**src/rtl/alu_seq_display.sv**
```systemverilog
// Registered WIDTH-bit ALU stepped by a slow enable pulse, with a multiplexed
// common-anode hex display of the result. Everything runs on one clock.
module alu_seq_display #(
  parameter int WIDTH      = 8,
  parameter int CLK_HZ     = 100_000_000,
  parameter int STEP_HZ    = 5,
  parameter int SCAN_HZ    = 1000,
  parameter int NUM_DIGITS = 4
) (
  input  logic                  clk_100Mhz,
  input  logic                  reset,
  input  logic [WIDTH-1:0]      data_a,
  input  logic [WIDTH-1:0]      data_b,
  input  logic [3:0]            alu_sel,
  input  logic                  acc_mode,
  input  logic                  hold,
  output logic [WIDTH-1:0]      result,
  output logic                  carry_flag,
  output logic                  zero_flag,
  output logic                  ovf_flag,
  output logic                  step_tick,
  output logic [6:0]            seg,
  output logic [NUM_DIGITS-1:0] digit
);

  localparam int STEP_DIV = CLK_HZ / STEP_HZ;
  localparam int SCAN_DIV = CLK_HZ / SCAN_HZ;
  localparam int STEP_W   = (STEP_DIV > 1) ? $clog2(STEP_DIV) : 1;
  localparam int SCAN_W   = (SCAN_DIV > 1) ? $clog2(SCAN_DIV) : 1;
  localparam int IDX_W    = (NUM_DIGITS > 1) ? $clog2(NUM_DIGITS) : 1;
  localparam int NIBBLES  = WIDTH / 4;
  localparam logic [WIDTH-1:0] MAX_POS = {1'b0, {(WIDTH-1){1'b1}}};
  localparam logic [WIDTH-1:0] MIN_NEG = {1'b1, {(WIDTH-1){1'b0}}};

  typedef enum logic [3:0] {
    OP_ADD = 4'h0, OP_SUB = 4'h1, OP_AND = 4'h2, OP_OR  = 4'h3,
    OP_XOR = 4'h4, OP_NOT = 4'h5, OP_SHL = 4'h6, OP_SHR = 4'h7,
    OP_ROL = 4'h8, OP_ROR = 4'h9, OP_INC = 4'hA, OP_DEC = 4'hB,
    OP_MUL = 4'hC, OP_CMP = 4'hD, OP_PSB = 4'hE, OP_PSA = 4'hF
  } aluOp_e;

  logic [STEP_W-1:0]     r_stepCnt;
  logic                  r_stepTick;
  logic [WIDTH-1:0]      r_result;
  logic                  r_carry, r_zero, r_ovf;
  logic [SCAN_W-1:0]     r_scanCnt;
  logic [IDX_W-1:0]      r_digitIdx;
  logic [6:0]            r_seg;
  logic [NUM_DIGITS-1:0] r_digit;

  logic [WIDTH-1:0]   w_opA, w_res, w_dec;
  logic               w_carry, w_ovf, w_blank;
  logic [WIDTH:0]     w_sum, w_diff, w_inc;
  logic [2*WIDTH-1:0] w_prod;
  logic [3:0]         w_nibble;
  logic [6:0]         w_hexSeg;

  // Tick is registered so the first pulse lands exactly STEP_DIV edges after reset.
  always_ff @(posedge clk_100Mhz or posedge reset) begin
    if (reset) begin
      r_stepCnt  <= '0;
      r_stepTick <= 1'b0;
    end else if (r_stepCnt == STEP_W'(STEP_DIV - 1)) begin
      r_stepCnt  <= '0;
      r_stepTick <= 1'b1;
    end else begin
      r_stepCnt  <= r_stepCnt + STEP_W'(1);
      r_stepTick <= 1'b0;
    end
  end

  assign w_opA  = acc_mode ? r_result : data_a;
  assign w_sum  = {1'b0, w_opA} + {1'b0, data_b};
  assign w_diff = {1'b0, w_opA} - {1'b0, data_b};
  assign w_inc  = {1'b0, w_opA} + (WIDTH+1)'(1);
  assign w_dec  = w_opA - WIDTH'(1);
  assign w_prod = (2*WIDTH)'(w_opA) * (2*WIDTH)'(data_b);

  always_comb begin
    w_res   = '0;
    w_carry = 1'b0;
    w_ovf   = 1'b0;
    case (aluOp_e'(alu_sel))
      OP_ADD: begin
        w_res   = w_sum[WIDTH-1:0];
        w_carry = w_sum[WIDTH];
        w_ovf   = (w_opA[WIDTH-1] == data_b[WIDTH-1]) && (w_res[WIDTH-1] != w_opA[WIDTH-1]);
      end
      OP_SUB: begin
        w_res   = w_diff[WIDTH-1:0];
        w_carry = w_diff[WIDTH];
        w_ovf   = (w_opA[WIDTH-1] != data_b[WIDTH-1]) && (w_res[WIDTH-1] != w_opA[WIDTH-1]);
      end
      OP_AND: w_res = w_opA & data_b;
      OP_OR:  w_res = w_opA | data_b;
      OP_XOR: w_res = w_opA ^ data_b;
      OP_NOT: w_res = ~w_opA;
      OP_SHL: begin
        w_res   = {w_opA[WIDTH-2:0], 1'b0};
        w_carry = w_opA[WIDTH-1];
      end
      OP_SHR: begin
        w_res   = {1'b0, w_opA[WIDTH-1:1]};
        w_carry = w_opA[0];
      end
      OP_ROL: w_res = {w_opA[WIDTH-2:0], w_opA[WIDTH-1]};
      OP_ROR: w_res = {w_opA[0], w_opA[WIDTH-1:1]};
      OP_INC: begin
        w_res   = w_inc[WIDTH-1:0];
        w_carry = w_inc[WIDTH];
        w_ovf   = (w_opA == MAX_POS);
      end
      OP_DEC: begin
        w_res   = w_dec;
        w_carry = (w_opA == '0);
        w_ovf   = (w_opA == MIN_NEG);
      end
      OP_MUL: begin
        w_res   = w_prod[WIDTH-1:0];
        w_carry = |w_prod[2*WIDTH-1:WIDTH];
      end
      OP_CMP: begin
        w_res   = WIDTH'(w_opA < data_b);
        w_carry = (w_opA == data_b);
      end
      OP_PSB: w_res = data_b;
      OP_PSA: w_res = w_opA;
      default: w_res = '0;
    endcase
  end

  always_ff @(posedge clk_100Mhz or posedge reset) begin
    if (reset) begin
      r_result <= '0;
      r_carry  <= 1'b0;
      r_zero   <= 1'b0;
      r_ovf    <= 1'b0;
    end else if (r_stepTick && !hold) begin
      r_result <= w_res;
      r_carry  <= w_carry;
      r_zero   <= (w_res == '0);
      r_ovf    <= w_ovf;
    end
  end

  always_ff @(posedge clk_100Mhz or posedge reset) begin
    if (reset) begin
      r_scanCnt  <= '0;
      r_digitIdx <= '0;
    end else if (r_scanCnt == SCAN_W'(SCAN_DIV - 1)) begin
      r_scanCnt  <= '0;
      r_digitIdx <= (r_digitIdx == IDX_W'(NUM_DIGITS - 1)) ? '0 : r_digitIdx + IDX_W'(1);
    end else begin
      r_scanCnt  <= r_scanCnt + SCAN_W'(1);
    end
  end

  assign w_nibble = 4'(r_result >> (4 * r_digitIdx));
  assign w_blank  = (int'(r_digitIdx) >= NIBBLES);

  always_comb begin
    w_hexSeg = 7'h7F;
    case (w_nibble)
      4'h0: w_hexSeg = 7'h40;
      4'h1: w_hexSeg = 7'h79;
      4'h2: w_hexSeg = 7'h24;
      4'h3: w_hexSeg = 7'h30;
      4'h4: w_hexSeg = 7'h19;
      4'h5: w_hexSeg = 7'h12;
      4'h6: w_hexSeg = 7'h02;
      4'h7: w_hexSeg = 7'h78;
      4'h8: w_hexSeg = 7'h00;
      4'h9: w_hexSeg = 7'h10;
      4'hA: w_hexSeg = 7'h08;
      4'hB: w_hexSeg = 7'h03;
      4'hC: w_hexSeg = 7'h46;
      4'hD: w_hexSeg = 7'h21;
      4'hE: w_hexSeg = 7'h06;
      4'hF: w_hexSeg = 7'h0E;
      default: w_hexSeg = 7'h7F;
    endcase
  end

  // Digits beyond the result width stay blank but keep their anode in the scan.
  always_ff @(posedge clk_100Mhz or posedge reset) begin
    if (reset) begin
      r_seg   <= 7'h7F;
      r_digit <= '1;
    end else begin
      r_seg   <= w_blank ? 7'h7F : w_hexSeg;
      r_digit <= ~(NUM_DIGITS'(1) << r_digitIdx);
    end
  end

  assign result     = r_result;
  assign carry_flag = r_carry;
  assign zero_flag  = r_zero;
  assign ovf_flag   = r_ovf;
  assign step_tick  = r_stepTick;
  assign seg        = r_seg;
  assign digit      = r_digit;

endmodule

```
**config.mk**
```make
export PLATFORM = sky130hd
export DESIGN_NAME = alu_seq_display
export DESIGN_NICKNAME = d
export VERILOG_FILES = /design/src/rtl/alu_seq_display.sv
export SDC_FILE = /design/constraint.sdc
export NUM_CORES = 1
export LEC_CHECK = 0
export CAP_MARGIN = 10
export CORE_MARGIN = 8
export CORE_UTILIZATION = 55
export DETAILED_ROUTE_END_ITERATION = 8
export PLACE_DENSITY = 0.8
export SLEW_MARGIN = 20
export SYNTH_ARGS = -nofsm -noshare
export SYNTH_HDL_FRONTEND = slang
export SYNTH_SLANG_ARGS = --single-unit
export TNS_END_PERCENT = 100
```
**constraint.sdc**
```tcl
create_clock -name clk_100Mhz -period 11.1 [get_ports clk_100Mhz]
set_clock_uncertainty 0.1 [all_clocks]
set_input_delay 2.22 -clock clk_100Mhz [delete_from_list [all_inputs] [get_ports clk_100Mhz]]
set_output_delay 2.22 -clock clk_100Mhz [all_outputs]
set_load 0.01 [all_outputs]
```
# Yosys cells after proc, flatten, opt, wreduce, memory -nomap -nowiden
# Memories as Yosys holds them, arrays and structs flattened.
# Index checks and enable logic that the tools add are counted.
# W data, S select, Z words.
dict set report word_totals {
  rom_bits 112
  word_cells 70
  register_bits 67
  input_bits 24
  n_memories 1
}
# memory words width rd rd_clocked_by_memory_dff wr line_no
set memory_table {}
lappend memory_table {{(name not given)} 16 7 1 0 0 163} ;# case (w_nibble)
dict set report op_classes {
  n_addsub 7
  n_reduce_logical 8
  muxes 9
  eq_ne 25
  bitwise 5
  n_lt_le_gt_ge 2
  shifts 2
  multipliers 1
}
# cell n
set ops {}
lappend ops {{$pmux W8 S16} 1}
lappend ops {{$eq A4 B4 Y1 const B} 8}
lappend ops {{$add A25 B1 Y25 const B} 1}
lappend ops {{$eq A25 B25 Y1 const B} 1}
lappend ops {{$mux W25} 1}
lappend ops {{$add A17 B1 Y17 const B} 1}
lappend ops {{$eq A17 B17 Y1 const B} 1}
lappend ops {{$mux W17} 1}
lappend ops {{$eq A4 B3 Y1 const B} 4}
lappend ops {{$logic_not A8 Y1} 2}
lappend ops {{$mul A8 B8 Y16} 1}
lappend ops {{$add A8 B1 Y9 const B} 1}
lappend ops {{$add A8 B8 Y9} 1}
lappend ops {{$sub A8 B8 Y9} 1}
lappend ops {{$and A8 B8 Y8} 1}
lappend ops {{$eq A4 B2 Y1 const B} 2}
lappend ops {{$eq A8 B7 Y1 const B} 1}
lappend ops {{$eq A8 B8 Y1} 1}
lappend ops {{$eq A8 B8 Y1 const B} 1}
lappend ops {{$lt A8 B8 Y1} 1}
lappend ops {{$mux W8} 1}
lappend ops {{$not A8 Y8} 1}
lappend ops {{$or A8 B8 Y8} 1}
lappend ops {{$pmux W1 S8} 1}
lappend ops {{other kinds (19)} 23}

# Longest topological paths before layout
# Gate-level depths: netlist (run 1).
dict set report depth {
  word_depth 5
  depth_mapped 21
  depth_no_buf 20
}

# Worst setup path after synthesis (run 1)
# OpenSTA, ideal clock, no wires.
dict set report synth_timing {
  path_type {input port to flip-flop}
  start {input port acc_mode}
  end {register r_carry, in the netlist carry_flag}
  path_slack_ps 4222
  stages 17
  n_path_buf 0
  required_ps 10874
  t_arrival_ps 6651
  path_cell_list {mux2i_2 > inv_1 > ha_1 > fa_1 > inv_1 > fa_1 > fa_1 > fa_1 > inv_1 > ha_1 > or3_1 > o21ai_0 > a21oi_1 > a21boi_0 > xnor2_1 > a211oi_1 > a21oi_1}
}
dict set report synth_via {
  elab_chain_len 4
}
# element line_no
set synth_rtl {}
lappend synth_rtl {{start, declared} 15} ;# input logic acc_mode,
lappend synth_rtl {{$mux W8 *} 72} ;# assign w_opA = acc_mode ? r_result : data_a;
lappend synth_rtl {{$mul A8 B8 Y16} 77} ;# assign w_prod = (2*WIDTH)'(w_opA) * (2*WIDTH)'(data_b);
lappend synth_rtl {{$reduce_or A8 Y1} 120} ;# w_carry = |w_prod[2*WIDTH-1:WIDTH];
lappend synth_rtl {{$pmux W1 S8 *} 83} ;# case (aluOp_e'(alu_sel))
lappend synth_rtl {{end signal, assigned} 140} ;# r_carry <= w_carry;
lappend synth_rtl {{end, declared} 45} ;# logic r_carry, r_zero, r_ovf;
# Every way passes the cells marked *; elsewhere a longest branch is shown, timed or not.
# A chain may end at the register's enable or synchronous reset.

# Final worst setup path (run 1)
dict set report layout_timing {
  start {input port acc_mode}
  end {register r_result[7], in the netlist result[7]}
}
dict set report layout_via {
  elab_chain_len 3
}
# element line_no
set layout_rtl {}
lappend layout_rtl {{$mux W8 *} 72}
lappend layout_rtl {{$mul A8 B8 Y16, or another cell as far along} 77}
lappend layout_rtl {{$pmux W8 S16 *} 83}
lappend layout_rtl {{end signal, assigned} 139} ;# r_result <= w_res;
lappend layout_rtl {{end, declared} 44} ;# logic [WIDTH-1:0] r_result;
# Marks and branches as above.

==> impl_metrics.json, run 1 <==
{
  "fillCellCount": 1214,
  "cts_buffers": 9,
  "die_y_um": 133.4,
  "cp-end-kind": "flip-flop",
  "fin_nets": 1063,
  "synth-xor-area-share_pct": 6.472,
  "clk-insertion-delay-late_ns": 0.34,
  "via_per_inst": 6.171,
  "critPathArrivalTime_ns": 8.13,
  "num_rows": 43,
  "drv_cap": 0,
  "routedWlPerCell_um": 18.30,
  "grt_max_degree": 68,
  "yosys.area.top_type_share_pct": 18.49,
  "status": "completed",
  "wirelength_um": 20320,
  "crit_path_max_fanout": 16,
  "hold_viol_final": 0,
  "p_per_area_nw_per_um2": 96.98,
  "initial_core_util_pct": 55.46,
  "synthTopCellsByCount": "nor2_1 (103), inv_1 (87), nand2_1 (79)",
  "grt_pass1_vias": 6704,
  "postSynth.asyncResetShare_pct": 100.0,
  "area_growth_pct": 11.72,
  "setup_viol": 0,
  "portBuffers": 46,
  "drtIter0Drc": 721,
  "crit_buf_inv": 5,
  "die_w_um": 133.4,
  "core_area_sq_um": 13670,
  "min_from": "r_scanCnt[4]$_DFF_PP0_",
  "synth_compound_area_share_pct": 15.62,
  "root_buffer": "clkbuf_16",
  "setup_tns_ns": 0,
  "yosys.area.top_type": "dfrtp_1",
  "holdBufCountCts": 0,
  "vias": 6850,
  "ys_seq_elements": 67,
  "postCtsSetupBuffers": 0,
  "timing.hold.ws_ns": 0.3820,
  "dr.pass1.iters": 5,
  "antenna_cells": 0,
  "max_stage_delay_ns": 1.01,
  "max_freq_ghz": 0.1248,
  "clk_path_buf_depth": 2,
  "drv_slew": 0,
  "antenna_found_initial": 0,
  "cts_resized": 0,
  "fin_crit_sh_pct": 72.19,
  "yosysSeqAreaShare_pct": 22.30,
  "tritoncts": "done",
  "synth_fa_ha_area_share_pct": 22.59,
  "synth_edf_count": 0,
  "drc_errors": 0,
  "required_ns": 11.22,
  "period_minus_slack_ns": 8.013,
  "synthFlopType": "dfrtp_1",
  "gp_congestion": 0.9499,
  "synth.most_common_cell": "nor2_1",
  "clk_pin_slew_ns": 0.05,
  "cpMostUsedCell": "fa_1",
  "num_io_pins": 47,
  "ys_types": 89,
  "r2r_slack_ns": 5.73,
  "cp_slowest_cell": "clkdlybuf4s50_1",
  "reg2regPathDepth": 17,
  "ir_worst_vdd_uv": 72.79,
  "crit_family": "adder cells",
  "timing.rr.start": "result[0]$_DFFE_PP0P_",
  "tightest_slew_ns": 0.8398,
  "crit_path_cell_trace": "clkdlybuf4s50_1 -> mux2i_4 -> inv_2 -> nand2_1 -> fa_1 -> fa_1 -> inv_1 -> fa_1 -> inv_1 -> fa_1 -> inv_1 -> ha_1 -> xor2_1 -> a211oi_1 -> nand3_1 -> o22ai_1 -> a21oi_1 -> mux2_2",
  "drive_gt1_share_pct": 7.849,
  "syn-num-nets": 1037,
  "relSlewSlack_pct": 43.81,
  "synth.avg_cell_area_sq_um": 8.430,
  "synth_area_leaders": "dfrtp_1 (18%), ha_1 (13%), fa_1 (10%)",
  "netlist_area_sq_um": 7579,
  "start_kind": "primary input",
  "p_leak_nw": 3.821,
  "holdPathStages": 1,
  "synth.mux.area_fraction_pct": 3.550,
  "clock_sinks": 67,
  "synthSimpleGateAreaFrac_pct": 21.89,
  "synthCells": 899,
  "multi_input_area_sq_um": 5318,
  "regArea_sq_um": 1690,
  "r2r_end": "result[7]$_DFFE_PP0P_",
  "hp-class": "flip-flop to flip-flop",
  "whs_endpoint": "r_scanCnt[4]$_DFF_PP0_",
  "pre_cts_slack_ns": 2.797,
  "grt_pass1_wl_um": 33910,
  "fin_ws_ns": 3.087,
  "synth_top_family_by_area": "adder cells",
  "overflow": 0,
  "die_area_sq_um": 17790,
  "rsz0062_at_grt": "false",
  "grtUsageTotal_pct": 23.36,
  "place.detailed.hpwl_um": 15320,
  "ys_warn_count": 0,
  "cts_max_level": 3,
  "ant_nets": 0,
  "critPathKind": "primary input to flip-flop"
}
how the worst max path moves through the flow:
stage                   from                endpoint  depth (start not counted)  slack [ns]
floorplan           acc_mode  carry_flag$_DFFE_PP0P_                         17        4.22
global placement    acc_mode   result[7]$_DFFE_PP0P_                         18        2.89
detailed placement  acc_mode   result[7]$_DFFE_PP0P_                         18        2.80
CTS                 acc_mode   result[7]$_DFFE_PP0P_                         18        3.15
global route        acc_mode   result[7]$_DFFE_PP0P_                         21        2.78
finish              acc_mode   result[7]$_DFFE_PP0P_                         18        3.09
sequential cells by signal, indices dropped and copies added (netlist names):
signal and cells:
carry_flag 1, digit 4, ovf_flag 1, r_digitIdx 2
r_scanCnt 17, r_stepCnt 25, result 8, seg 7
step_tick 1, zero_flag 1
logic make-up after synthesis:
logic type               after synthesis
flip-flops                            67
XOR/XNOR                              56
AO/OA/AOI/OAI                        173
buffers and inverters                135
adder cells (fa/ha/maj)              114
multiplexers                          21
AND/OR/NAND/NOR                      333
layout by cell type (no fill, tap or decap), types with 31 or more instances in the layout:
cell type        count
nand2_1             79
nand3_1             37
a21oi_1             33
nor2_1             103
ha_1                76
xnor2_1             31
o21ai_0             36
dfrtp_1             56
clkdlybuf4s50_1     46
inv_1               86
fa_1                38
per-stage QoR:
stage                     power (mW)  cells  util [%]  instance area, sq um
final                         0.8211   1110     61.96                  8467
after global routing          0.8686   1110     61.96                  8467
after CTS                     0.8205   1110     61.96                  8467
after detailed placement      0.4952   1094     59.46                  8125
after global placement        0.4901   1094     59.46                  8125
after floorplan               0.4327    899         -                  7579
power by group:
part | total [mW] | switching [mW] | internal [mW]
Sequential | 0.245 | 0 | 0.245
Clock | 0.324 | 0.105 | 0.219
Combinational | 0.253 | 0.154 | 0.0984
Total | 0.821 | 0.259 | 0.562
cell type report:
cell class / instances / area share, %
clock buffers: 9 / 2.660
clock inverters: 7 / 1.374
inverters: 95 / 4.300
multi-input cells: 697 / 62.80
flip-flops and latches: 67 / 19.96
well taps: 180 / 2.660
repair buffers: 55 / 6.236
routing by layer:
metal / vias up / track usage, % / part of all wire (%)
li1: 3194 / - / -
met1: 3215 / 29.87 / 42
met2: 373 / 36.72 / 46
met3: 68 / 5.949 / 8.9
met4: 0 / 9.919 / 3.7
met5: - / 0 / 0
Power figures use the tool's default switching activity.
==> run 2: changes to the inputs <==
--- a/config.mk
+++ b/config.mk
@@ -9,7 +9,7 @@
 export CORE_MARGIN = 8
 export CORE_UTILIZATION = 55
 export DETAILED_ROUTE_END_ITERATION = 8
-export PLACE_DENSITY = 0.8
+export PLACE_DENSITY = 0.83
 export SLEW_MARGIN = 20
 export SYNTH_ARGS = -nofsm -noshare
 export SYNTH_HDL_FRONTEND = slang
==> constraint.sdc (replaced) <==
create_clock -name clk_100Mhz -period 6.6 [get_ports clk_100Mhz]
set_clock_uncertainty 0.1 [all_clocks]
set_input_delay 1.32 -clock clk_100Mhz [delete_from_list [all_inputs] [get_ports clk_100Mhz]]
set_output_delay 1.32 -clock clk_100Mhz [all_outputs]
set_load 0.01 [all_outputs]
==> impl_metrics.json, run 2 (synthesis results as in run 1) <==
{
  "status": "completed",
  "die_w_um": 133.4,
  "via_per_inst": 6.247,
  "p_leak_nw": 3.928,
  "grt_max_degree": 68,
  "final_cell_mix": "nor2_1 (103), inv_1 (86), nand2_1 (79)",
  "required_ns": 6.70,
  "intPower_mw": 0.9040,
  "holdBufCountCts": 0,
  "max_stage_delay_ns": 0.55,
  "postCtsSetupBuffers": 0,
  "layout_commonest_cell": "nor2_1",
  "hold_viol_final": 0,
  "clk-insertion-delay-late_ns": 0.32,
  "gp_congestion": 1.015,
  "routedWlPerCell_um": 19.76,
  "clk_pin_slew_ns": 0.05,
  "relSlewSlack_pct": 33.35,
  "finalPower_mw": 1.340,
  "hp-class": "flip-flop to flip-flop",
  "cts_resized": 0,
  "grt_pass1_vias": 6851,
  "clk_path_buf_depth": 2,
  "drv_slew": 0,
  "crit_path_cell_trace": "clkdlybuf4s50_1 -> buf_12 -> mux2i_2 -> inv_1 -> ha_1 -> fa_1 -> inv_1 -> fa_1 -> fa_1 -> fa_1 -> inv_1 -> ha_1 -> or3_1 -> o21ai_0 -> a21oi_1 -> a21boi_0 -> xnor2_1 -> a211oi_1 -> a21oi_1",
  "period_minus_slack_ns": 6.370,
  "drc_errors": 0,
  "cts_buffers": 9,
  "cpMostUsedCell": "fa_1",
  "antenna_found_initial": 0,
  "ant_nets": 0,
  "pwr-share-clk_pct": 35.2,
  "drv_cap": 0,
  "critPathKind": "primary input to flip-flop",
  "largest-register": "r_stepCnt",
  "die_y_um": 133.4,
  "initial_core_util_pct": 55.46,
  "crit_path_max_fanout": 12,
  "placed_area_sq_um": 8325,
  "tightest_slew_ns": 0.9966,
  "antenna_cells": 0,
  "fin_crit_sh_pct": 96.51,
  "grt_pass1_wl_um": 35700,
  "dr.pass1.iters": 5,
  "area_growth_pct": 13.92,
  "num_io_pins": 47,
  "clock_sinks": 67,
  "max_freq_ghz": 0.1570,
  "num_rows": 43,
  "fin_area_sq_um": 8633,
  "switchingPower_mw": 0.4359,
  "critPathArrivalTime_ns": 6.47,
  "cp_slowest_cell": "fa_1",
  "fin_nets": 1088,
  "setup_viol": 0,
  "seqPwrFrac_pct": 30.7,
  "drive_gt1_share_pct": 9.948,
  "cp-end-kind": "flip-flop",
  "drtIter0Drc": 840,
  "grtUsageTotal_pct": 24.87,
  "swShare_pct": 32.53,
  "crit_buf_inv": 5,
  "tritoncts": "done",
  "p_per_area_nw_per_um2": 155.2,
  "vias": 7090,
  "core_area_sq_um": 13670,
  "timing.hold.ws_ns": 0.3728,
  "comb_power_share_pct": 34.1,
  "cts_max_level": 3,
  "place.detailed.hpwl_um": 17170,
  "overflow": 0,
  "die_area_sq_um": 17790,
  "wirelength_um": 22430,
  "ir_worst_vdd_uv": 129.7,
  "crit_family": "adder cells",
  "root_buffer": "clkbuf_16",
  "largest_reg_flops": 25,
  "portBuffers": 46,
  "start_kind": "primary input",
  "rsz0062_at_grt": "false"
}
run 2: changes by cell type in the layout (fill, tap and decap cells not counted), moves of 2 or more:
cell	previous run	this run
clkbuf_1	0	3
bufinv_16	3	1
clkbuf_8	0	2
buf_4	9	33
run 2: power groups by stage:
| stage | sequential, mW | clock (mW) | combinational, mW |
|---|---|---|---|
| 6_report | 0.412 | 0.471 | 0.457 |
| 2_1_floorplan | 0.418 | 0 | 0.309 |
| 4_1_cts | 0.412 | 0.477 | 0.445 |
| 3_3_place_gp | 0.418 | 0 | 0.431 |
| 5_1_grt | 0.411 | 0.496 | 0.498 |
| 3_5_place_dp | 0.418 | 0 | 0.441 |
run 2: final cells by class:
type | instances | area [sq um]
Clock buffer | 14 | 264.0
Clock inverter | 2 | 35.03
Fill cell | 1105 | 5032
Inverter | 95 | 364.1
Multi-Input combinational cell | 697 | 5326
Sequential cell | 67 | 1690
Tap cell | 180 | 225.2
Timing Repair Buffer | 80 | 728.2
run 2: per-layer routing:
layer  global-route usage, %  wire, um  vias up
met5                       0         0        -
met2                   38.68      9990      395
met3                   6.288      2322       76
met4                   9.108       871        0
met1                   32.72      9247     3388
li1                        -         -     3231
run 2: worst register-to-register path: cells and delay by family (launching register included):
family / cells / cell delay [ns]
muxes: 2 / 0.47
and+or+nand+nor: 2 / 0.23
AOI/OAI and AO/OA: 4 / 0.78
DFF: 1 / 0.50
buffers and inverters: 5 / 0.34
xor gates and xnor gates: 1 / 0.19
adders and majority gates: 6 / 2.39
run 2: per-stage QoR:
| step | setup slack, ns | setup TNS [ns] | cells | utilization (%) |
|---|---|---|---|---|
| floorplan | 0.6224 | 0 | 899 | - |
| global placement | 0.08052 | 0 | 1119 | 60.92 |
| detailed placement | -0.01438 | -0.01438 | 1119 | 60.92 |
| CTS | 0.2828 | 0 | 1135 | 63.11 |
| global route | 0.004646 | 0 | 1135 | 63.18 |
| finish | 0.2300 | 0 | 1135 | 63.18 |
run 2: worst paths after layout:
path | startpoint | endpoint | slack (ns) | cells after the start
setup / recovery | acc_mode | carry_flag$_DFFE_PP0P_ | 0.23 | 19
hold / removal | r_scanCnt[4]$_DFF_PP0_ | r_scanCnt[4]$_DFF_PP0_ | 0.37 | 1
setup reg to reg | result[3]$_DFFE_PP0P_ | result[7]$_DFFE_PP0P_ | 1.49 | 20
hold reg to reg | r_scanCnt[4]$_DFF_PP0_ | r_scanCnt[4]$_DFF_PP0_ | 0.37 | 1
max in group asynchronous | reset | r_stepCnt[15]$_DFF_PP0_ | 4.41 | 3
min in group asynchronous | reset | r_scanCnt[15]$_DFF_PP0_ | 1.46 | 3
